===== src/rtl/mult_bcd_pkg.sv =====
// Shared types and helpers for the multiplier result BCD converter.
// Holds the FSM encoding, default sizes and the 7-segment digit decode.
package mult_bcd_pkg;

  localparam int BCD_WIDTH  = 16;
  localparam int BCD_DIGITS = 5;

  typedef enum logic [1:0] {
    IDLE,
    CONV,
    DONE
  } bcd_state_t;

  // Segment order is g,f,e,d,c,b,a from bit 6 down to bit 0.
  function automatic logic [6:0] seg7_decode(
    input logic [3:0] d
  );
    logic [6:0] s;
    s = 7'b0000000;
    case (d)
      4'd0: s = 7'b0111111;
      4'd1: s = 7'b0000110;
      4'd2: s = 7'b1011011;
      4'd3: s = 7'b1001111;
      4'd4: s = 7'b1100110;
      4'd5: s = 7'b1101101;
      4'd6: s = 7'b1111101;
      4'd7: s = 7'b0000111;
      4'd8: s = 7'b1111111;
      4'd9: s = 7'b1101111;
      default: s = 7'b0000000;
    endcase
    return s;
  endfunction

endpackage


===== src/rtl/mult_result_bcd_digit_adj.sv =====
// Double-dabble nibble correction: add 3 when the digit is 5 or more.
// Purely combinational, 4 bits wide, no carry out.
module bcd_digit_adj (
  input  logic [3:0] d_i,
  output logic [3:0] d_o
);

  assign d_o = (d_i >= 4'd5) ? d_i + 4'd3 : d_i;

endmodule


===== src/rtl/mult_result_bcd.sv =====
// Sequential binary-to-BCD converter fed by the shift-add multiplier.
// Define BCD_SEG7_EN to add the registered-digit 7-segment output seg.
module mult_result_bcd
  import mult_bcd_pkg::*;
#(
  parameter int WIDTH  = BCD_WIDTH,
  parameter int DIGITS = BCD_DIGITS
) (
  input  logic                  clk,
  input  logic                  rst,
  input  logic [WIDTH-1:0]      result,
  input  logic                  d_end,
  output logic                  busy,
  output logic [4*DIGITS-1:0]   bcd,
  output logic                  done
`ifdef BCD_SEG7_EN
  ,
  output logic [7*DIGITS-1:0]   seg
`endif
);

  localparam int BW = 4 * DIGITS;
  localparam int SW = BW + WIDTH;
  localparam int CW = (WIDTH > 1) ? $clog2(WIDTH) : 1;

  bcd_state_t    state_q, state_d;
  logic [SW-1:0] sh_q, sh_d;
  logic [CW-1:0] cnt_q, cnt_d;
  logic [BW-1:0] bcd_q, bcd_d;
  logic [BW-1:0] adj;
  logic          d_end_q;
  logic          start;

  // Scratch digits live above the binary bits in one shift register.
  for (genvar g = 0; g < DIGITS; g++) begin : g_adj
    bcd_digit_adj u_adj (
      .d_i (sh_q[WIDTH+4*g +: 4]),
      .d_o (adj[4*g +: 4])
    );
  end

  assign start = d_end & ~d_end_q;

  always_comb begin
    state_d = state_q;
    sh_d    = sh_q;
    cnt_d   = cnt_q;
    bcd_d   = bcd_q;
    unique case (state_q)
      IDLE: begin
        if (start) begin
          state_d = CONV;
          sh_d    = {{BW{1'b0}}, result};
          cnt_d   = '0;
        end
      end
      CONV: begin
        sh_d  = {adj, sh_q[WIDTH-1:0]} << 1;
        cnt_d = cnt_q + 1'b1;
        if (cnt_q == CW'(WIDTH - 1)) begin
          state_d = DONE;
          bcd_d   = sh_d[SW-1:WIDTH];
        end
      end
      DONE: begin
        state_d = IDLE;
      end
      default: begin
        state_d = IDLE;
      end
    endcase
  end

  always_ff @(posedge clk) begin
    if (rst) begin
      state_q <= IDLE;
      sh_q    <= '0;
      cnt_q   <= '0;
      bcd_q   <= '0;
      d_end_q <= 1'b1;
    end else begin
      state_q <= state_d;
      sh_q    <= sh_d;
      cnt_q   <= cnt_d;
      bcd_q   <= bcd_d;
      d_end_q <= d_end;
    end
  end

  assign busy = (state_q != IDLE);
  assign done = (state_q == DONE);
  assign bcd  = bcd_q;

`ifdef BCD_SEG7_EN
  for (genvar s = 0; s < DIGITS; s++) begin : g_seg
    assign seg[7*s +: 7] = seg7_decode(bcd_q[4*s +: 4]);
  end
`endif

endmodule


===== config.mk =====
export PLATFORM = sky130hd
export DESIGN_NAME = mult_result_bcd
export DESIGN_NICKNAME = d
export VERILOG_FILES = /design/src/rtl/mult_bcd_pkg.sv /design/src/rtl/mult_result_bcd_digit_adj.sv /design/src/rtl/mult_result_bcd.sv
export SDC_FILE = /design/constraint.sdc
export NUM_CORES = 1
export LEC_CHECK = 0
export ABC_AREA = 1
export BUFFER_PORTS_ARGS = -buffer_cell sky130_fd_sc_hd__buf_4
export CAP_MARGIN = 0
export CORE_ASPECT_RATIO = 1.1
export CORE_MARGIN = 2
export CORE_UTILIZATION = 45
export CTS_CLUSTER_DIAMETER = 150
export CTS_CLUSTER_SIZE = 16
export DETAILED_ROUTE_END_ITERATION = 8
export GPL_ROUTABILITY_DRIVEN = 1
export MAX_ROUTING_LAYER = met4
export PLACE_DENSITY = 0.67
export SLEW_MARGIN = 30
export SYNTH_ARGS = -nofsm -noshare
export SYNTH_HDL_FRONTEND = slang
export SYNTH_SLANG_ARGS = --single-unit

===== constraint.sdc =====
create_clock -name clk -period 1.34 [get_ports clk]
set_input_delay 0.134 -clock clk [delete_from_list [all_inputs] [get_ports clk]]
set_output_delay 0.134 -clock clk [all_outputs]
set_load 0.1 [all_outputs]

==> results.py <==
metrics = {
    "yosys": {
        "yosys_most_used_dff": "sky130_fd_sc_hd__dfxtp_1",
        "yosys_warnings": 0,
        "syn_nets": 462,
        "yosysMostFrequentCell": "sky130_fd_sc_hd__nand2_1",
        "synth-edff-count": 0,
        "synth.cell_area_um2": 2989,
        "postSynthAreaPerCell_um2": 6.919,
        "async_reset_ff_frac": 0,
        "post-synth-top-area-fraction": 0.4219,
        "yosys.area.top_type": "sky130_fd_sc_hd__dfxtp_1",
        "yosys.cell_types.count": 25,
        "postSynthCellCount": 432,
        "ys_seq_area_frac": 0.4219,
        "leading_cell_types_by_total_area_after_synthesis": "sky130_fd_sc_hd__dfxtp_1, sky130_fd_sc_hd__nand2_1, sky130_fd_sc_hd__nor2_1",
        "synth_common_cells": "sky130_fd_sc_hd__nand2_1, sky130_fd_sc_hd__nor2_1, sky130_fd_sc_hd__dfxtp_1, sky130_fd_sc_hd__inv_1, sky130_fd_sc_hd__nand3_1",
        "synth-seq-cells": 63,
    },
    "power": {
        "total_power_mw": 3.872,
        "switchingPower_uw": 942.4,
        "netSwitchingFraction": 0.2434,
        "p_comb_frac": 0.071,
        "internal-power_mw": 2.930,
        "power.density_cell_area_nw_per_um2": 973.9,
        "clock_power_share": 0.427,
        "power_leakage_nw": 1.791,
        "power.ir.vdd_worst_mv": 0.6594,
        "share_seq_of_total_power": 0.502,
    },
    "clocking": {
        "clkLatencyLatePin_ns": 0.34,
        "cts_root_buffer": "sky130_fd_sc_hd__clkbuf_8",
        "cts_inserted_buffers": 9,
        "clock-sinks": 63,
        "tritoncts": "built",
        "clock_tree.htree_level_count": 3,
        "clkTransAtPathRegs_ns": 0.07,
        "max-clock-path-buffers": 2,
    },
    "sta": {
        "postLayoutSetupSlackWorst_ns": -0.05179,
        "worst_clock_skew_ns": 0.003938,
        "max_slew.worst_pin.slew_ns": 0.2893,
        "relSlewSlack": 0.8071,
        "rsz0062_at_grt": "true",
        "fin_crit_sh": 1.039,
        "post-route-min-period_ns": 1.392,
        "timing.final.max_slew_violations": 0,
        "maxClockFrequency_mhz": 718.5,
        "setup_viol": 9,
        "hold_viol_final": 0,
    },
    "layout": {
        "final-instance-count-excl-fill": 584,
        "final_core_util": 0.6102,
        "final.fill_count": 603,
        "area_growth_syn_to_layout_pct": 33.03,
        "final_layout_size_suffix_gt1_frac": 0.2689,
        "nNetsFinal": 527,
        "n_antenna_cell": 0,
        "final_design_area_no_fill_um2": 3976,
    },
    "drt": {
        "avgViaCountPerCell": 4.935,
        "route.detailed.drc": 0,
        "wl_per_cell_um": 12.18,
        "totalWireLength_mm": 7.116,
        "antenna_violating_nets_post_route": 0,
        "detail_route.first_pass.iterations": 5,
        "num_vias": 2882,
        "dr.first_iter.drc_count": 121,
    },
    "worst_setup_path": {
        "timing_worst_setup_path_type": "reg -> reg",
        "required_ns": 1.63,
        "timing.reg2reg.setup_slack_ns": -0.05,
        "setup.worst_path.start": "cnt_q[0]",
        "crit_end": "bcd[6]",
        "cp.arrival_ns": 1.68,
        "cp-end-kind": "flip-flop",
        "crit_fanout": 5,
        "worstRegToRegCells": 9,
        "worstReg2RegEnd": "bcd[6]",
        "origin_of_the_critical_flop_to_flop_path": "cnt_q[0]",
        "cp-start-kind": "flip-flop",
    },
    "floorplan": {
        "die_h_um": 89.48,
        "num_rows": 31,
        "die_w_um": 81.71,
        "die_area_um2": 7311,
        "ios": 41,
        "initial_core_util": 0.4587,
        "core_region_area_um2": 6516,
    },
    "run_status": {
        "failed_checks": "negative setup slack",
        "run_status": "finished, violations left",
    },
    "placement": {
        "postPlaceCellArea_um2": 3512,
        "dp_cells": 560,
        "place.gp.congestion": 0.8381,
        "detailedPlacementHpwl_mm": 4.451,
        "quantity_of_i_o_buffers_inserted_on_ports": 40,
    },
    "grt": {
        "grt_pass1_wl_mm": 10.76,
        "antenna_violations_before_repair": 0,
        "grt_start_max_net_pins": 28,
        "grtUsageTotal": 0.1960,
        "grt_overflow_total": 0,
        "first_global_vias": 2468,
    },
    "run": {
        "drv_cap": 0,
    },
    "min_path": {
        "hold_class": "in -> reg",
    },
}
==> final cells by class <==
cell class              count  area [µm²]  share of cell area
clock buffers              10       137.6             0.03461
clock inverters             6       60.06             0.01510
inverters                  44       167.7             0.04216
multi-input cells         309        1587              0.3990
flip-flops and latches     63        1272              0.3200
well taps                  82       102.6             0.02580
repair buffers             70       649.4              0.1633
==> layout by cell type, fill, tap and decap left out, types with 2 or more instances in the layout <==
cell type                    netlist  layout
sky130_fd_sc_hd__nand2_1         111      96
sky130_fd_sc_hd__nor2_1           65      61
sky130_fd_sc_hd__buf_4             5      59
sky130_fd_sc_hd__dfxtp_1          63      54
sky130_fd_sc_hd__inv_1            42      38
sky130_fd_sc_hd__a21oi_1          29      29
sky130_fd_sc_hd__nand3_1          30      24
sky130_fd_sc_hd__o21ai_0          22      20
sky130_fd_sc_hd__nand2_2           1      15
sky130_fd_sc_hd__nor3_1           15      15
sky130_fd_sc_hd__nand4_1          12      12
sky130_fd_sc_hd__clkbuf_8          0      10
sky130_fd_sc_hd__ha_1             11       9
sky130_fd_sc_hd__dfxtp_2           0       9
sky130_fd_sc_hd__buf_12            0       6
sky130_fd_sc_hd__inv_2             2       5
sky130_fd_sc_hd__nor2_2            1       4
sky130_fd_sc_hd__nand3_2           0       4
sky130_fd_sc_hd__nand2_4           2       3
sky130_fd_sc_hd__o21bai_1          3       3
sky130_fd_sc_hd__clkinv_2          0       3
sky130_fd_sc_hd__nor2_4            1       2
sky130_fd_sc_hd__or2_2             2       2
sky130_fd_sc_hd__nand3_4           0       2
sky130_fd_sc_hd__o21a_1            2       2
sky130_fd_sc_hd__clkinvlp_4        0       2
sky130_fd_sc_hd__clkbuf_16         0       2
==> cells by family (layout without fill, tap and decap cells) <==
group | count (synthesis) | after routing | synth area share
buffers and inverters | 60 | 130 | 0.08790
AOI/OAI and AO/OA | 58 | 58 | 0.1030
adders and majority gates | 11 | 11 | 0.04604
and+or+nand+nor | 240 | 240 | 0.3411
DFF | 63 | 63 | 0.4219
==> metal layers <==
| layer | global-route usage | vias up | part of all wire |
|---|---|---|---|
| met3 | 0.05455 | 11 | 0.042 |
| met2 | 0.3122 | 51 | 0.47 |
| li1 | - | 1514 | - |
| met1 | 0.2435 | 1306 | 0.47 |
| met4 | 0.05606 | 0 | 0.014 |
| met5 | - | - | 0 |
==> state kept, by name, indices dropped and copies added, names as in the netlist <==
signal,flops
bcd,20
cnt_q,4
d_end_q,1
sh_q,36
state_q,2
==> worst max-delay path: stages (launching register included) <==
cell	delay [ns]
sky130_fd_sc_hd__dfxtp_2	0.36
sky130_fd_sc_hd__ha_4	0.16
sky130_fd_sc_hd__nand3_4	0.08
sky130_fd_sc_hd__nor2_4	0.24
sky130_fd_sc_hd__buf_12	0.15
sky130_fd_sc_hd__clkbuf_16	0.14
sky130_fd_sc_hd__nor2_1	0.04
sky130_fd_sc_hd__nor2_1	0.07
sky130_fd_sc_hd__nand2_1	0.06
sky130_fd_sc_hd__inv_1	0.04
==> through the flow <==
stage | hold WS, ns | setup WS, ns | setup TNS (ns)
detailed placement | 0.3297 | -0.01330 | -0.01330
finish | 0.08053 | -0.05179 | -0.2465
CTS | 0.07211 | -0.01687 | -0.01687
global route | 0.08146 | -0.1142 | -1.149
floorplan | 0.2304 | 0.03390 | 0
global placement | 0.3309 | 0.03128 | 0
==> power by group through the flow <==
stage,clock [mW],combinational (mW),sequential [mW]
final,1.66,0.274,1.94
after global routing,1.78,0.304,1.95
after floorplan,0,0.170,1.98
after global placement,0,0.263,1.98
after detailed placement,0,0.266,1.98
after CTS,1.69,0.269,1.94
==> worst min-delay path by stage <==
stage	start	end	slack, ns	depth (start not counted)
floorplan	d_end	d_end_q	0.23	2
global placement	d_end	d_end_q	0.33	3
detailed placement	d_end	d_end_q	0.33	3
CTS	result[6]	sh_q[6]	0.07	3
global route	result[6]	sh_q[6]	0.08	3
finish	result[6]	sh_q[6]	0.08	3
==> repair_timing <==
item,4_1_cts,5_1_grt
endpoints found under the hold margin,1,0
setup buffers,0,4
cloned,0,3
pin swaps,0,9
resized for setup,3,51
hold buffers,1,0
endpoints found under the setup margin,4,43
Power figures use the tool's default switching activity.
